File: src/rtl/ls_sequencer_if.sv
// Request handshake plus datapath/data-memory control bundle for ls_sequencer.
// master = request source and datapath side, slave = the sequencer.
interface ls_sequencer_if;
    logic        req_valid;
    logic        req_ready;
    logic        req_op;
    logic [4:0]  req_rs;
    logic [4:0]  req_rt;
    logic [15:0] req_imm;

    logic        D_En;
    logic [4:0]  D_Addr;
    logic [4:0]  S_Addr;
    logic [4:0]  T_Addr;
    logic [31:0] DT;
    logic        T_Sel;
    logic [4:0]  FS;
    logic        HILO_ld;
    logic [2:0]  Y_Sel;
    logic        dm_cs;
    logic        dm_wr;
    logic        dm_rd;
    logic        done;
    logic        busy;

    modport master (
        output req_valid, req_op, req_rs, req_rt, req_imm,
        input  req_ready, D_En, D_Addr, S_Addr, T_Addr, DT, T_Sel, FS,
               HILO_ld, Y_Sel, dm_cs, dm_wr, dm_rd, done, busy
    );

    modport slave (
        input  req_valid, req_op, req_rs, req_rt, req_imm,
        output req_ready, D_En, D_Addr, S_Addr, T_Addr, DT, T_Sel, FS,
               HILO_ld, Y_Sel, dm_cs, dm_wr, dm_rd, done, busy
    );
endinterface

File: src/rtl/ls_sequencer.sv
// Purpose: lw/sw control FSM driving datapath and data-memory strobes (ADDR -> MEM -> WB).
// Latency: load done at E+2+MEM_WAIT, store done at E+1+MEM_WAIT (E = accept edge); Moore outputs.
// Backpressure: req_ready high only in IDLE, one request in flight; req_* sampled only on accept.
module ls_sequencer #(
    parameter int unsigned MEM_WAIT = 1,
    parameter logic [4:0]  FS_ADD   = 5'h02,
    parameter logic [2:0]  YSEL_MEM = 3'd3,
    parameter logic [2:0]  YSEL_ALU = 3'd0
) (
    input  logic          clk,
    input  logic          reset,
    ls_sequencer_if.slave bus
);

    typedef enum logic [1:0] {S_IDLE, S_ADDR, S_MEM, S_WB} state_t;

    typedef struct packed {
        logic        op;
        logic [4:0]  rs;
        logic [4:0]  rt;
        logic [15:0] imm;
    } req_t;

    typedef struct packed {
        logic        req_ready;
        logic        d_en;
        logic [4:0]  d_addr;
        logic [4:0]  s_addr;
        logic [4:0]  t_addr;
        logic [31:0] dt;
        logic        t_sel;
        logic [4:0]  fs;
        logic [2:0]  y_sel;
        logic        dm_cs;
        logic        dm_wr;
        logic        dm_rd;
        logic        done;
    } ctl_t;

    localparam logic [3:0] WAIT_INIT = 4'(MEM_WAIT - 1);
    localparam ctl_t CTL_RST = '{req_ready: 1'b1, y_sel: YSEL_ALU, default: '0};

    state_t     state, state_nxt;
    logic [3:0] cnt, cnt_nxt;
    req_t       rq, rq_nxt;
    ctl_t       ctl, ctl_nxt;

    always_ff @(posedge clk) begin
        if (!reset) begin
            state <= S_IDLE;
            cnt   <= '0;
            rq    <= '0;
            ctl   <= CTL_RST;
        end else begin
            state <= state_nxt;
            cnt   <= cnt_nxt;
            rq    <= rq_nxt;
            ctl   <= ctl_nxt;
        end
    end

    always_comb begin
        state_nxt = state;
        cnt_nxt   = cnt;
        rq_nxt    = rq;

        case (state)
            S_IDLE: begin
                if (bus.req_valid) begin
                    state_nxt  = S_ADDR;
                    rq_nxt.op  = bus.req_op;
                    rq_nxt.rs  = bus.req_rs;
                    rq_nxt.rt  = bus.req_rt;
                    rq_nxt.imm = bus.req_imm;
                end
            end
            S_ADDR: begin
                state_nxt = S_MEM;
                cnt_nxt   = WAIT_INIT;
            end
            S_MEM: begin
                if (cnt == 4'd0) state_nxt = rq.op ? S_IDLE : S_WB;
                else             cnt_nxt   = cnt - 4'd1;
            end
            S_WB:    state_nxt = S_IDLE;
            default: state_nxt = S_IDLE;
        endcase

        // Outputs are decoded from the next state so they appear registered in that state.
        ctl_nxt        = '0;
        ctl_nxt.y_sel  = YSEL_ALU;
        ctl_nxt.s_addr = rq_nxt.rs;
        ctl_nxt.t_addr = rq_nxt.rt;
        ctl_nxt.d_addr = rq_nxt.rt;

        if (state_nxt == S_IDLE) begin
            ctl_nxt.req_ready = 1'b1;
        end else begin
            ctl_nxt.t_sel = 1'b1;
            ctl_nxt.dt    = {{16{rq_nxt.imm[15]}}, rq_nxt.imm};
            ctl_nxt.fs    = FS_ADD;
        end

        if (state_nxt == S_MEM) begin
            ctl_nxt.dm_cs = 1'b1;
            ctl_nxt.dm_rd = ~rq_nxt.op;
            ctl_nxt.dm_wr = rq_nxt.op;
            ctl_nxt.done  = rq_nxt.op && (cnt_nxt == 4'd0);
        end

        // R0 is hardwired: a load into rt==0 still runs but never writes.
        if (state_nxt == S_WB) begin
            ctl_nxt.dm_cs = 1'b1;
            ctl_nxt.dm_rd = 1'b1;
            ctl_nxt.y_sel = YSEL_MEM;
            ctl_nxt.d_en  = (rq_nxt.rt != 5'd0);
            ctl_nxt.done  = 1'b1;
        end
    end

    assign bus.req_ready = ctl.req_ready;
    assign bus.busy      = ~ctl.req_ready;
    assign bus.D_En      = ctl.d_en;
    assign bus.D_Addr    = ctl.d_addr;
    assign bus.S_Addr    = ctl.s_addr;
    assign bus.T_Addr    = ctl.t_addr;
    assign bus.DT        = ctl.dt;
    assign bus.T_Sel     = ctl.t_sel;
    assign bus.FS        = ctl.fs;
    assign bus.HILO_ld   = 1'b0;
    assign bus.Y_Sel     = ctl.y_sel;
    assign bus.dm_cs     = ctl.dm_cs;
    assign bus.dm_wr     = ctl.dm_wr;
    assign bus.dm_rd     = ctl.dm_rd;
    assign bus.done      = ctl.done;

endmodule
File: src/flat_wrapper.sv
// flat-port wrapper written by rule: the top's interface ports become plain ports
module ls_sequencer_flat 
#(
    parameter int unsigned MEM_WAIT = 1,
    parameter logic [4:0]  FS_ADD   = 5'h02,
    parameter logic [2:0]  YSEL_MEM = 3'd3,
    parameter logic [2:0]  YSEL_ALU = 3'd0
)
  (clk, reset, bus_req_valid, bus_req_op, bus_req_rs, bus_req_rt, bus_req_imm, bus_req_ready, bus_D_En, bus_D_Addr, bus_S_Addr, bus_T_Addr, bus_DT, bus_T_Sel, bus_FS, bus_HILO_ld, bus_Y_Sel, bus_dm_cs, bus_dm_wr, bus_dm_rd, bus_done, bus_busy);
  ls_sequencer_if bus_i ();
  input  logic clk;
  input  logic reset;
  input wire logic [$bits(bus_i.req_valid)-1:0] bus_req_valid;
  input wire logic [$bits(bus_i.req_op)-1:0] bus_req_op;
  input wire logic [$bits(bus_i.req_rs)-1:0] bus_req_rs;
  input wire logic [$bits(bus_i.req_rt)-1:0] bus_req_rt;
  input wire logic [$bits(bus_i.req_imm)-1:0] bus_req_imm;
  output wire logic [$bits(bus_i.req_ready)-1:0] bus_req_ready;
  output wire logic [$bits(bus_i.D_En)-1:0] bus_D_En;
  output wire logic [$bits(bus_i.D_Addr)-1:0] bus_D_Addr;
  output wire logic [$bits(bus_i.S_Addr)-1:0] bus_S_Addr;
  output wire logic [$bits(bus_i.T_Addr)-1:0] bus_T_Addr;
  output wire logic [$bits(bus_i.DT)-1:0] bus_DT;
  output wire logic [$bits(bus_i.T_Sel)-1:0] bus_T_Sel;
  output wire logic [$bits(bus_i.FS)-1:0] bus_FS;
  output wire logic [$bits(bus_i.HILO_ld)-1:0] bus_HILO_ld;
  output wire logic [$bits(bus_i.Y_Sel)-1:0] bus_Y_Sel;
  output wire logic [$bits(bus_i.dm_cs)-1:0] bus_dm_cs;
  output wire logic [$bits(bus_i.dm_wr)-1:0] bus_dm_wr;
  output wire logic [$bits(bus_i.dm_rd)-1:0] bus_dm_rd;
  output wire logic [$bits(bus_i.done)-1:0] bus_done;
  output wire logic [$bits(bus_i.busy)-1:0] bus_busy;
  assign bus_i.req_valid = bus_req_valid;
  assign bus_i.req_op = bus_req_op;
  assign bus_i.req_rs = bus_req_rs;
  assign bus_i.req_rt = bus_req_rt;
  assign bus_i.req_imm = bus_req_imm;
  assign bus_req_ready = bus_i.req_ready;
  assign bus_D_En = bus_i.D_En;
  assign bus_D_Addr = bus_i.D_Addr;
  assign bus_S_Addr = bus_i.S_Addr;
  assign bus_T_Addr = bus_i.T_Addr;
  assign bus_DT = bus_i.DT;
  assign bus_T_Sel = bus_i.T_Sel;
  assign bus_FS = bus_i.FS;
  assign bus_HILO_ld = bus_i.HILO_ld;
  assign bus_Y_Sel = bus_i.Y_Sel;
  assign bus_dm_cs = bus_i.dm_cs;
  assign bus_dm_wr = bus_i.dm_wr;
  assign bus_dm_rd = bus_i.dm_rd;
  assign bus_done = bus_i.done;
  assign bus_busy = bus_i.busy;
  ls_sequencer #(.MEM_WAIT(MEM_WAIT), .FS_ADD(FS_ADD), .YSEL_MEM(YSEL_MEM), .YSEL_ALU(YSEL_ALU)) u_core (.clk(clk), .reset(reset), .bus(bus_i));
endmodule
File: config.mk
export PLATFORM = sky130hd
export DESIGN_NAME = ls_sequencer_flat
export DESIGN_NICKNAME = d
export VERILOG_FILES = /design/src/rtl/ls_sequencer_if.sv /design/src/rtl/ls_sequencer.sv /design/src/flat_wrapper.sv
export SDC_FILE = /design/constraint.sdc
export NUM_CORES = 1
export LEC_CHECK = 0
export ABC_CLOCK_PERIOD_IN_PS = 2100
export BUFFER_PORTS_ARGS = -buffer_cell sky130_fd_sc_hd__buf_2
export CAP_MARGIN = 20
export CORE_MARGIN = 2
export CORE_UTILIZATION = 44
export DETAILED_ROUTE_END_ITERATION = 7
export PLACE_DENSITY = 0.87
export SYNTH_ARGS = -nofsm -noshare
export SYNTH_HDL_FRONTEND = slang
export SYNTH_SLANG_ARGS = --single-unit
File: constraint.sdc
create_clock -name clk -period 2.1 [get_ports clk]
set_input_delay 0.42 -clock clk [delete_from_list [all_inputs] [get_ports clk]]
set_output_delay 0.42 -clock clk [all_outputs]
set_load 0.05 [all_outputs]
== Word-level counts from Yosys, hierarchy flattened ==
Cells that the tools add are included.
Cells by class
  equal/unequal tests: 5
  reduce and logical (&&, ||, !) cells: 10
  bitwise logic cells: 3
  mux-type cells: 13
  add/sub/neg operators: 1
Operator list (number)
  $mux 27: 2
  $eq 2x2->1 const B: 4
  $logic_not 4->1: 2
  $mux 2: 4
  $mux 4: 2
  $pmux 2 s4: 1
  $pmux 4 s2: 1
  $mux 6: 1
  $reduce_and 2->1: 3
  $reduce_bool 5->1: 1
  $logic_not 2->1: 2
  $sub 4x1->4 const B: 1
  $mux 3: 1
  $not 1->1: 3
  $eq 2x1->1 const B: 1
  $reduce_or 2->1: 1
  $logic_and 1x1->1: 1
  $mux 1: 1
Word-level totals
  bits in registers: 64
  bits of input ports: 30
  logic and storage cells: 48
  output and inout bits: 64

== Logic depth before layout (Yosys ltp) ==
Gate-level depths: netlist of the first run.
  depth in word-level cells: 7
  mapped depth: 8
  mapped depth without buffers: 7

== Least setup slack after synthesis of the first run ==
No wires, ideal clock.
  path kind: register -> register
  from: reg u_core.cnt[0]
  to: reg u_core.bus.DT[15] (netlist name)
  arrival: 1.780 ns
  slack: 0.188 ns
  clock period less this slack: 1.912 ns
  stages on the path, launching flop included: 9
  buffers on the path: 2
  data required time: 1.968 ns
  setup time: 0.132 ns
  cells stage by stage: dfxtp_1 > clkbuf_1 > inv_1 > ha_1 > nor3b_4 > o311a_2 > a2bb2oi_4 > buf_6 > nor3_1
Between the ends
  cells in the longest elaborated chain, start to end: 5
RTL lines
  from (decl): line ls_sequencer.sv:44  | logic [3:0] cnt, cnt_nxt;
  from (signal assigned): line ls_sequencer.sv:56  | cnt <= cnt_nxt;
  $logic_not 4->1: line ls_sequencer.sv:82  | if (cnt == 4'd0) state_nxt = rq.op ? S_IDLE : S_WB;
  $mux 2: line ls_sequencer.sv:82
  $pmux 2 s4: line ls_sequencer.sv:67  | case (state)
  $logic_not 2->1: line ls_sequencer.sv:96  | if (state_nxt == S_IDLE) begin
  $reduce_or 2->1 (no source line)
Every way passes these cells.
A chain may end at the register's enable or synchronous reset.

== Final worst setup path of the first run ==
  from: reg u_core.cnt[1]
  to: reg u_core.ctl, in the netlist u_core.bus.req_ready
Between the ends
  cells in the longest elaborated chain, start to end: 5
RTL lines
  $logic_not 4->1: line ls_sequencer.sv:82
  $mux 2: line ls_sequencer.sv:82
  $pmux 2 s4: line ls_sequencer.sv:67
  $logic_not 2->1: line ls_sequencer.sv:96
  $mux 1: line ls_sequencer.sv:96
  to (signal assigned): line ls_sequencer.sv:58  | ctl <= ctl_nxt;
  to (decl): line ls_sequencer.sv:46  | ctl_t ctl, ctl_nxt;
Every way passes these cells.

==> summary.txt, run 1 <==
Outcome
  – Status: complete, no violations

CTS
  – Post-CTS sizing: 0
  – CTS HTree Levels: 3
  – Num CTS Buffers: 9
  – Clk buf depth: 2
  – Root Driver: clkbuf_8
  – Clock Latency Late Sink: 320 ps
  – CTS tree: yes
  – Postcts setup bufs: 0
  – Clock transition at the registers of the reported paths: 70 ps
  – Cts hold-fix bufs: 0
  – CTS Sinks: 57

Place
  – I/O Buffers: 87
  – Gpl congestion: 0.805
  – DP Worst Slack: 159 ps
  – Hpwl dp: 3270 um

STA
  – Max-slew violation count: 0
  – Final period util: 0.919
  – Final setup margin: 170 ps
  – Hold Fails Final Rpt: 0
  – Max Fclk: 518 MHz
  – Worst slew pin tran: 515 ps
  – Hold_ws: 333 ps
  – Post-Route Setup TNS: 0 ps
  – Final setup fails: 0
  – Slew HR: 0.656
  – RSZ-0062 raised after global routing: false
  – Period minus WS final: 1930 ps
  – Clk_skew: 11.0 ps

Synthesis
  – Mapped cell area: 2440 um2
  – Ys Warns: 0
  – Number of library cell types mapped by synthesis: 40
  – Top cells by area, synth: dfxtp_1 (47%), buf_4 (13%), mux2i_1 (7.0%)
  – Leading area contributor after synthesis: dfxtp_1
  – Mean post-synth cell area: 9.28 um2
  – Number of synthesized flops with an enable pin: 0
  – Synth Flop Type: dfxtp_1
  – Asr flop ratio synth: 0
  – #FFs+latches synth: 57
  – Top-area cell type share of the netlist area: 0.468
  – Register area share after synthesis: 0.468
  – Post-Synthesis Cells: 263

Job
  – Maxcap violations: 0

Floorplan
  – Site row count: 27
  – DIE AREA: 6160 um2
  – Core Footprint: 5440 um2
  – IO Pins: 94
  – Starting Density: 0.449
  – Die extent in x: 78.5 um
  – Die height: 78.5 um

Worst setup path
  – WP data required: 2300 ps
  – Worst Path Arrival: 2130 ps
  – Worst path slowest cell: nor3b_4
  – Crit-path max FO: 18
  – CP Capture Type: flip-flop
  – Startpoint Class: flip-flop
  – WP buf/inv: 2
  – Max incr delay on CP: 400 ps
  – Cells along the critical path: inv_1 -> ha_1 -> nor3b_4 -> o311a_2 -> a2bb2oi_4 -> buf_12 -> or2_2
  – Crit Path Class: reg2reg
  – CP delay by family, top: simple AND/OR/NAND/NOR gates

Final layout
  – Final core utilization: 0.536
  – Area Overhead vs Synth: 19.4%
  – Share of layout cells above drive strength 1: 0.366
  – Fill count: 500
  – Final nets: 354
  – N_diodes: 0

Detailed routing
  – Vias: 1846
  – Met3 WL: 290 um
  – Routed Antenna Nets: 0
  – Drt pass-1 iters: 4
  – Mean routed wirelength per cell: 11.2 um
  – DR WL met2: 2140 um
  – Number of remaining DRC errors: 0
  – Initial detailed-routing violation count: 101
  – Wire length on met1: 1940 um
  – Via density: 4.65
  – Routed WL: 4440 um
  – Top layer in use: met4

GRT
  – GRT Total Usage: 0.152
  – Grt ovf: 0
  – Number of global-route vias before repair: 1665
  – Initial antenna violation count: 0
  – Largest net degree at the start of global routing: 35
  – First-pass GRT wire length: 7350 um

Power
  – Pwr Density: 1710 nW/um2
  – Final Total Pwr: 4.98 mW
  – Maximum vdd drop: 0.947 mV
  – Leak: 1.41 nW

Worst hold path
  – Hold Crit Class: in2reg
[state kept, by name (all words and copies together) (netlist names), 2 cells and up]
signal	flops
u_core.state	2
u_core.bus.DT	16
u_core.cnt	4
u_core.bus.D_Addr	5
u_core.rq	17
u_core.bus.S_Addr	5
[synth_stat cells (3+ instances only)]
| master | count |
|---|---|
| dfxtp_1 | 57 |
| buf_4 | 41 |
| nand2_1 | 25 |
| nor2_1 | 24 |
| nor3_1 | 19 |
| mux2i_1 | 17 |
| a21oi_1 | 16 |
| inv_1 | 11 |
| clkbuf_1 | 8 |
| ha_1 | 4 |
| and2_1 | 3 |
| o21ai_0 | 3 |
| or2_2 | 3 |
[layout make-up]
class,instances,area [um2],area share
sequential,57,1140,0.392
tap,72,90.1,0.0309
multi-input combinational,149,923,0.317
inverter,11,41.3,0.0142
clock buffer,11,141,0.0485
clock inverter,5,78.8,0.0271
timing repair buffer,92,498,0.171
[metrics by stage]
step / instance area, um2 / instances
2_1_floorplan: 2460 / 268
3_5_place_dp: 2690 / 381
3_3_place_gp: 2690 / 381
6_report: 2910 / 397
4_1_cts: 2910 / 397
5_1_grt: 2910 / 397
[logic make-up (layout without fill, tap and decap cells)]
family / Yosys count / after routing / share of synthesized area
adder cells (fa/ha/maj): 4 / 4 / 0.0205
multiplexers: 17 / 17 / 0.0697
AO/OA/AOI/OAI: 32 / 32 / 0.0949
other: 1 / 6 / 0.00154
AND/OR/NAND/NOR: 90 / 90 / 0.184
buffers and inverters: 62 / 119 / 0.162
flip-flops: 57 / 57 / 0.468
[report_power, final]
| part | internal [mW] | switching, mW |
|---|---|---|
| Combinational | 0.709 | 1.75 |
| Sequential | 1.31 | 0.103 |
| Clock | 0.699 | 0.413 |
| Total | 2.72 | 2.26 |
[cells in the final DEF, fill, tap and decap left out, types with 2 or more instances in the layout]
| master | instances |
|---|---|
| or3_1 | 2 |
| nand3_1 | 2 |
| buf_12 | 2 |
| nand2_1 | 25 |
| and2_1 | 3 |
| nor2_1 | 24 |
| a21oi_1 | 16 |
| buf_4 | 3 |
| bufinv_16 | 2 |
| or4_1 | 2 |
| conb_1 | 6 |
| nor3_1 | 19 |
| inv_1 | 11 |
| mux2i_1 | 17 |
| dfxtp_1 | 57 |
| buf_2 | 87 |
| or2_2 | 3 |
| nor4_1 | 2 |
| ha_1 | 4 |
| clkinv_2 | 2 |
| o21a_1 | 2 |
| clkbuf_8 | 10 |
| o21ai_0 | 3 |
[worst min-delay path, delay by kind of cell]
family	cells	cell delay, ps
buffers and inverters	1	90
AND/OR/NAND/NOR	1	40
AO/OA/AOI/OAI	1	50
[metal layers]
metal | track usage | vias to the layer above
li1 | - | 944
met1 | 0.180 | 832
met2 | 0.252 | 63
met3 | 0.0437 | 7
met4 | 0.0789 | 0
met5 | 0 | -
[path summary, 6_finish.rpt]
kind | start | endpoint | slack [ps] | cells after the start
max | u_core.cnt[1] | u_core.bus.req_ready | 170 | 7
min | bus_req_rs[2] | u_core.bus.S_Addr[2] | 330 | 3
max reg2reg | u_core.cnt[1] | u_core.bus.req_ready | 170 | 7
min reg2reg | u_core.bus.S_Addr[1] | u_core.bus.S_Addr[1] | 450 | 2
(Power assumes the default switching activity.)
==> inputs of run 2 (changes only) <==
- ABC_AREA: unset -> 1
- CORE_UTILIZATION: 44 -> 43
- PLACE_DENSITY: 0.87 -> 0.86
==> run 2 against run 1 <==
Clock power about the same. Core utilization increased by 0.22 points. Area after synthesis decreased by 4.9%. Synthesized cell count decreased by 0.38%. Power decreased by 0.97%. Design area decreased by 4.5%. Critical path type unchanged. Global-route usage increased by 1.2 points. First-iteration DRC count decreased by 4.0%. Largest power group unchanged. Worst hold slack about the same. Final cell count increased by 0.50%.
==> summary.txt, run 2 <==
Worst setup path
  – Worst Path Arrival: 2070 ps
  – WP data required: 2320 ps
  – CP Capture Type: flip-flop
  – Crit-path max FO: 17
  – Startpoint Class: flip-flop
  – Crit Path Class: reg2reg

Final layout
  – Most flops, register: u_core.rq
  – Area Overhead vs Synth: 19.9%
  – Max reg flops: 17
  – N_diodes: 0
  – Commonest non-fill, non-tap cell in the layout: buf_2
  – Cell area after layout: 2780 um2
  – Commonest non-fill, non-tap cells in the layout: buf_2 (87), dfxtp_1 (57), nor2_1 (50), nand2_1 (27), mux2i_1 (21)
  – Fill count: 468
  – Share of layout cells above drive strength 1: 0.380
  – Post-route insts no fill: 399
  – Final nets: 358

Synthesis
  – Post-Synthesis Cells: 262
  – Mean post-synth cell area: 8.86 um2
  – Top-area cell type share of the netlist area: 0.492
  – Asr flop ratio synth: 0
  – Synth Flop Type: dfxtp_1
  – Top cells by area, synth: dfxtp_1 (49%), buf_4 (13%), mux2i_1 (9.1%)
  – Number of synthesized flops with an enable pin: 0
  – Count leader, synth: dfxtp_1
  – Ys Warns: 0
  – Synth top cells by count: dfxtp_1 (57), nor2_1 (50), buf_4 (39), nand2_1 (27), mux2i_1 (21)
  – #FFs+latches synth: 57
  – Mapped cell area: 2320 um2
  – Register area share after synthesis: 0.492
  – Number of library cell types mapped by synthesis: 24
  – Leading area contributor after synthesis: dfxtp_1

Floorplan
  – DIE AREA: 6000 um2
  – Site row count: 26
  – IO Pins: 94
  – Die extent in x: 77.5 um
  – Core Footprint: 5170 um2
  – Die height: 77.5 um
  – Starting Density: 0.449

GRT
  – Number of global-route vias before repair: 1723
  – Met2 usage: 0.290
  – GRT Total Usage: 0.165
  – Grt met3 use: 0.0547
  – Grt ovf: 0
  – Grt met1 use: 0.179
  – Largest net degree at the start of global routing: 27
  – First-pass GRT wire length: 7710 um
  – Initial antenna violation count: 0
  – Most Crowded Layer GR: met2

Detailed routing
  – Mean routed wirelength per cell: 11.8 um
  – Routed WL: 4700 um
  – Vias: 1792
  – Via density: 4.49
  – Number of remaining DRC errors: 0
  – Drt pass-1 iters: 4
  – Initial detailed-routing violation count: 97
  – Routed Antenna Nets: 0

CTS
  – Postcts setup bufs: 0
  – Root Driver: clkbuf_8
  – Num CTS Buffers: 9
  – CTS HTree Levels: 3
  – Clk buf depth: 2
  – CTS Sinks: 57
  – Clock transition at the registers of the reported paths: 70 ps
  – Clock Latency Late Sink: 330 ps
  – Post-CTS sizing: 0
  – CTS tree: yes
  – Cts hold-fix bufs: 0

STA
  – Period minus WS final: 1840 ps
  – RSZ-0062 raised after global routing: false
  – Max-slew violation count: 0
  – Clk_skew: 3.77 ps
  – Final period util: 0.877
  – Post-Route Setup TNS: 0 ps
  – Hold Fails Final Rpt: 0
  – Final setup fails: 0
  – Final setup margin: 257 ps
  – Max Fclk: 543 MHz

Power
  – Pwr Density: 1770 nW/um2
  – Final Total Pwr: 4.93 mW
  – Leak: 1.54 nW
  – Maximum vdd drop: 1.04 mV

Worst hold path
  – Hold Crit Class: in2reg

Place
  – Dpl cells: 383
  – DP Worst Slack: 291 ps
  – Gpl congestion: 0.831
  – Hpwl dp: 3440 um
  – I/O Buffers: 87
  – Placed Area: 2560 um2

Outcome
  – Status: complete, no violations

Job
  – Maxcap violations: 0
## run 2: cell count changes after synthesis, sizes merged, moves of 4 or more
cell and change:
nor3 -19, clkbuf -6, nand2 +6, a21oi -12, mux2i +4, nand3 +8
nor2 +35, inv +11
## run 2: cells by family (layout without fill, tap and decap cells)
logic type / Yosys count / in the layout / synth area share
muxes: 21 / 21 / 0.0906
and+or+nand+nor: 103 / 103 / 0.197
AOI/OAI and AO/OA: 10 / 10 / 0.0216
buffers and inverters: 66 / 128 / 0.176
adders and majority gates: 4 / 4 / 0.0216
other: 1 / 6 / 0.00162
DFF: 57 / 57 / 0.492
## run 2: area by class of cell
type	instances	area [um2]	area share
clock buffer	9	124	0.0445
clock inverter	7	95.1	0.0342
inverter	22	87.6	0.0315
multi-input combinational	144	790	0.284
sequential	57	1140	0.410
tap	70	87.6	0.0315
timing repair buffer	90	458	0.165
## run 2: worst paths after layout
kind                        start              endpoint  slack, ps  cells past startpoint
max               u_core.state[0]      u_core.bus.DT[0]        260                     12
min                bus_req_imm[0]          u_core.rq[0]        330                      3
max reg2reg       u_core.state[0]      u_core.bus.DT[0]        260                     12
min reg2reg  u_core.bus.S_Addr[0]  u_core.bus.S_Addr[0]        480                      2
## run 2: routing by layer
| metal | part of all wire | routed length, um | up-vias |
|---|---|---|---|
| met5 | 0 | 0 | - |
| met4 | 0.015 | 72 | 0 |
| met3 | 0.060 | 284 | 9 |
| met2 | 0.52 | 2430 | 57 |
| met1 | 0.41 | 1910 | 829 |
| li1 | - | - | 897 |
## run 2: worst max-delay path, cell delays in order (launching register included)
cell     delay [ps]
dfxtp_1         360
inv_1            80
ha_1            270
nand2_4         190
inv_4            80
nor2_1           90
o21ai_1          70
nand2_1         130
inv_2            60
nand2_2          80
nand2_4          60
inv_4           190
nor2_1           70
## run 2: through the flow
step | util | hold WS, ps
after floorplan | - | 456
after global placement | 0.496 | 470
after detailed placement | 0.496 | 470
after CTS | 0.538 | 324
after global routing | 0.538 | 340
final | 0.538 | 333
## run 2: power breakdown
group / switching (mW) / internal [mW] / leakage, nW
logic: 1.84 / 0.522 / 0.966
clock network: 0.450 / 0.667 / 0.109
registers: 0.112 / 1.35 / 0.467
total: 2.40 / 2.53 / 1.54
==> inputs of run 3 (changes only) <==
- ABC_AREA: 1 -> 0
- CORE_MARGIN: 2 -> 4
- CORE_UTILIZATION: 43 -> 44
- PLACE_DENSITY: 0.86 -> 0.87
==> run 3 against run 2 <==
Maximum frequency fell by 3.7%. Die area rose by 13%. First-iteration DRC count fell by 55%. Worst hold slack barely moved. Sequential share of layout area fell by 1.5 points. Critical path depth fell by 5. Sequential power fell by 3%. Register-to-register slack got worse by 70 ps. Combinational power rose by 4%. Critical path type unchanged. Critical endpoint is now u_core.bus.req_ready.
==> summary.txt, run 3 (synthesized netlist as in run 1, its figures left out) <==
Final layout
  – Area Overhead vs Synth: 18.5%
  – Most flops, register: u_core.rq
  – Max reg flops: 17
  – Commonest non-fill, non-tap cells in the layout: buf_2 (87), dfxtp_1 (57), nand2_1 (25), nor2_1 (24), nor3_1 (19)
  – Commonest non-fill, non-tap cell in the layout: buf_2
  – Cell area after layout: 2890 um2
  – N_diodes: 0
  – Share of layout cells above drive strength 1: 0.371
  – Final nets: 355
  – Fill count: 483

Worst setup path
  – CP Launch Point: u_core.cnt[1]
  – Startpoint Class: flip-flop
  – Max incr delay on CP: 400 ps
  – Cells along the critical path: inv_1 -> ha_1 -> nor3b_4 -> o311a_2 -> a2bb2oi_4 -> buf_12 -> or2_2
  – FF-to-FF path depth: 7
  – Worst r2r dst: u_core.bus.req_ready
  – Crit Path Class: reg2reg
  – CP delay by family, top: simple AND/OR/NAND/NOR gates
  – Crit-path max FO: 18
  – Worst Path Arrival: 2130 ps
  – WP buf/inv: 2
  – WP data required: 2310 ps
  – Worst path slowest cell: nor3b_4
  – CP Capture Type: flip-flop
  – Reg2Reg Setup Slack: 190 ps
  – Source of the worst register-to-register timing path: u_core.cnt[1]

Floorplan
  – Starting Density: 0.466
  – Die extent in x: 82.5 um
  – Site row count: 26
  – Core Footprint: 5240 um2
  – Die height: 82.5 um
  – DIE AREA: 6800 um2
  – IO Pins: 94

Power
  – Maximum vdd drop: 0.780 mV
  – Pwr Density: 1690 nW/um2
  – Leak: 1.40 nW

CTS
  – Root Driver: clkbuf_8
  – Cts hold-fix bufs: 0
  – CTS Sinks: 57
  – Post-CTS sizing: 0
  – Num CTS Buffers: 9
  – Clock Latency Late Sink: 330 ps
  – CTS tree: yes
  – Postcts setup bufs: 0
  – Clock transition at the registers of the reported paths: 70 ps
  – Clk buf depth: 2
  – CTS HTree Levels: 3

STA
  – Clk_skew: 8.60 ps
  – Post-Route Setup TNS: 0 ps
  – RSZ-0062 raised after global routing: false
  – Max-slew violation count: 0
  – Final period util: 0.912
  – Final setup fails: 0
  – Hold Fails Final Rpt: 0
  – Hold_ws: 333 ps
  – Max Fclk: 522 MHz
  – Period minus WS final: 1910 ps

Place
  – Gpl congestion: 0.869
  – I/O Buffers: 87
  – Placed Area: 2690 um2
  – Hpwl dp: 3480 um

Detailed routing
  – Mean routed wirelength per cell: 11.8 um
  – Routed WL: 4690 um
  – Initial detailed-routing violation count: 44
  – Routed Antenna Nets: 0
  – Number of remaining DRC errors: 0
  – Vias: 1858
  – Via density: 4.69
  – Drt pass-1 iters: 4

GRT
  – Initial antenna violation count: 0
  – Largest net degree at the start of global routing: 28
  – GRT Total Usage: 0.142
  – Number of global-route vias before repair: 1635
  – Grt ovf: 0
  – First-pass GRT wire length: 7220 um

Job
  – Maxcap violations: 0

Outcome
  – Status: complete, no violations

Worst hold path
  – HP Start: bus_req_rs[1]
  – Hold path depth: 3
  – Hold Crit Class: in2reg
  – Worst Hold Path EP: u_core.bus.S_Addr[1]
run 3: cell count changes in the layout (fill, tap and decap cells not counted), sizes merged, moves of 4 or more:
cell | previous run | this run
inv | 22 | 11
nor2 | 59 | 24
nor3 | 1 | 20
nand3 | 11 | 3
a21oi | 4 | 16
nand2 | 31 | 25
mux2i | 21 | 17
run 3: how the worst max path moves through the flow:
stage / end / slack, ps / cells after the start
after detailed placement: u_core.bus.req_ready / 170 / 7
after global placement: u_core.bus.req_ready / 240 / 7
after floorplan: u_core.bus.DT[15] / 190 / 8
after global routing: u_core.bus.req_ready / 70 / 7
after CTS: u_core.bus.req_ready / 170 / 7
final: u_core.bus.req_ready / 190 / 7
run 3: layout make-up:
cell class | count | area [um2] | share of cell area
Sequential cell | 57 | 1140 | 0.395
Multi-Input combinational cell | 149 | 923 | 0.319
Timing Repair Buffer | 93 | 493 | 0.170
Clock buffer | 10 | 138 | 0.0476
Tap cell | 70 | 87.6 | 0.0303
Clock inverter | 6 | 67.6 | 0.0234
Inverter | 11 | 41.3 | 0.0143
run 3: layer usage:
layer | part of all wire | track usage | vias up
met5 | 0 | 0 | -
met4 | 0.013 | 0.0648 | 0
met3 | 0.095 | 0.0542 | 6
met2 | 0.47 | 0.236 | 69
met1 | 0.42 | 0.160 | 832
li1 | - | - | 951
run 3: through the flow:
stage	power, mW	utilization	std cells	setup slack [ps]
after floorplan	3.58	-	268	188
after global placement	3.89	0.513	380	240
after detailed placement	3.92	0.513	380	170
after CTS	4.95	0.552	396	174
after global routing	5.19	0.552	396	70.2
final	4.89	0.552	396	186
run 3: power by group:
part,internal [mW],switching [mW],leakage [nW]
sequential,1.31,0.103,0.466
clock,0.581,0.432,0.0985
combinational,0.707,1.76,0.835
total,2.60,2.29,1.40
run 3: tightest hold or removal path, delay by kind of cell:
kind                   cells  cell delay (ps)
AO/OA/AOI/OAI              1               50
AND/OR/NAND/NOR            1               40
buffers and inverters      1              100
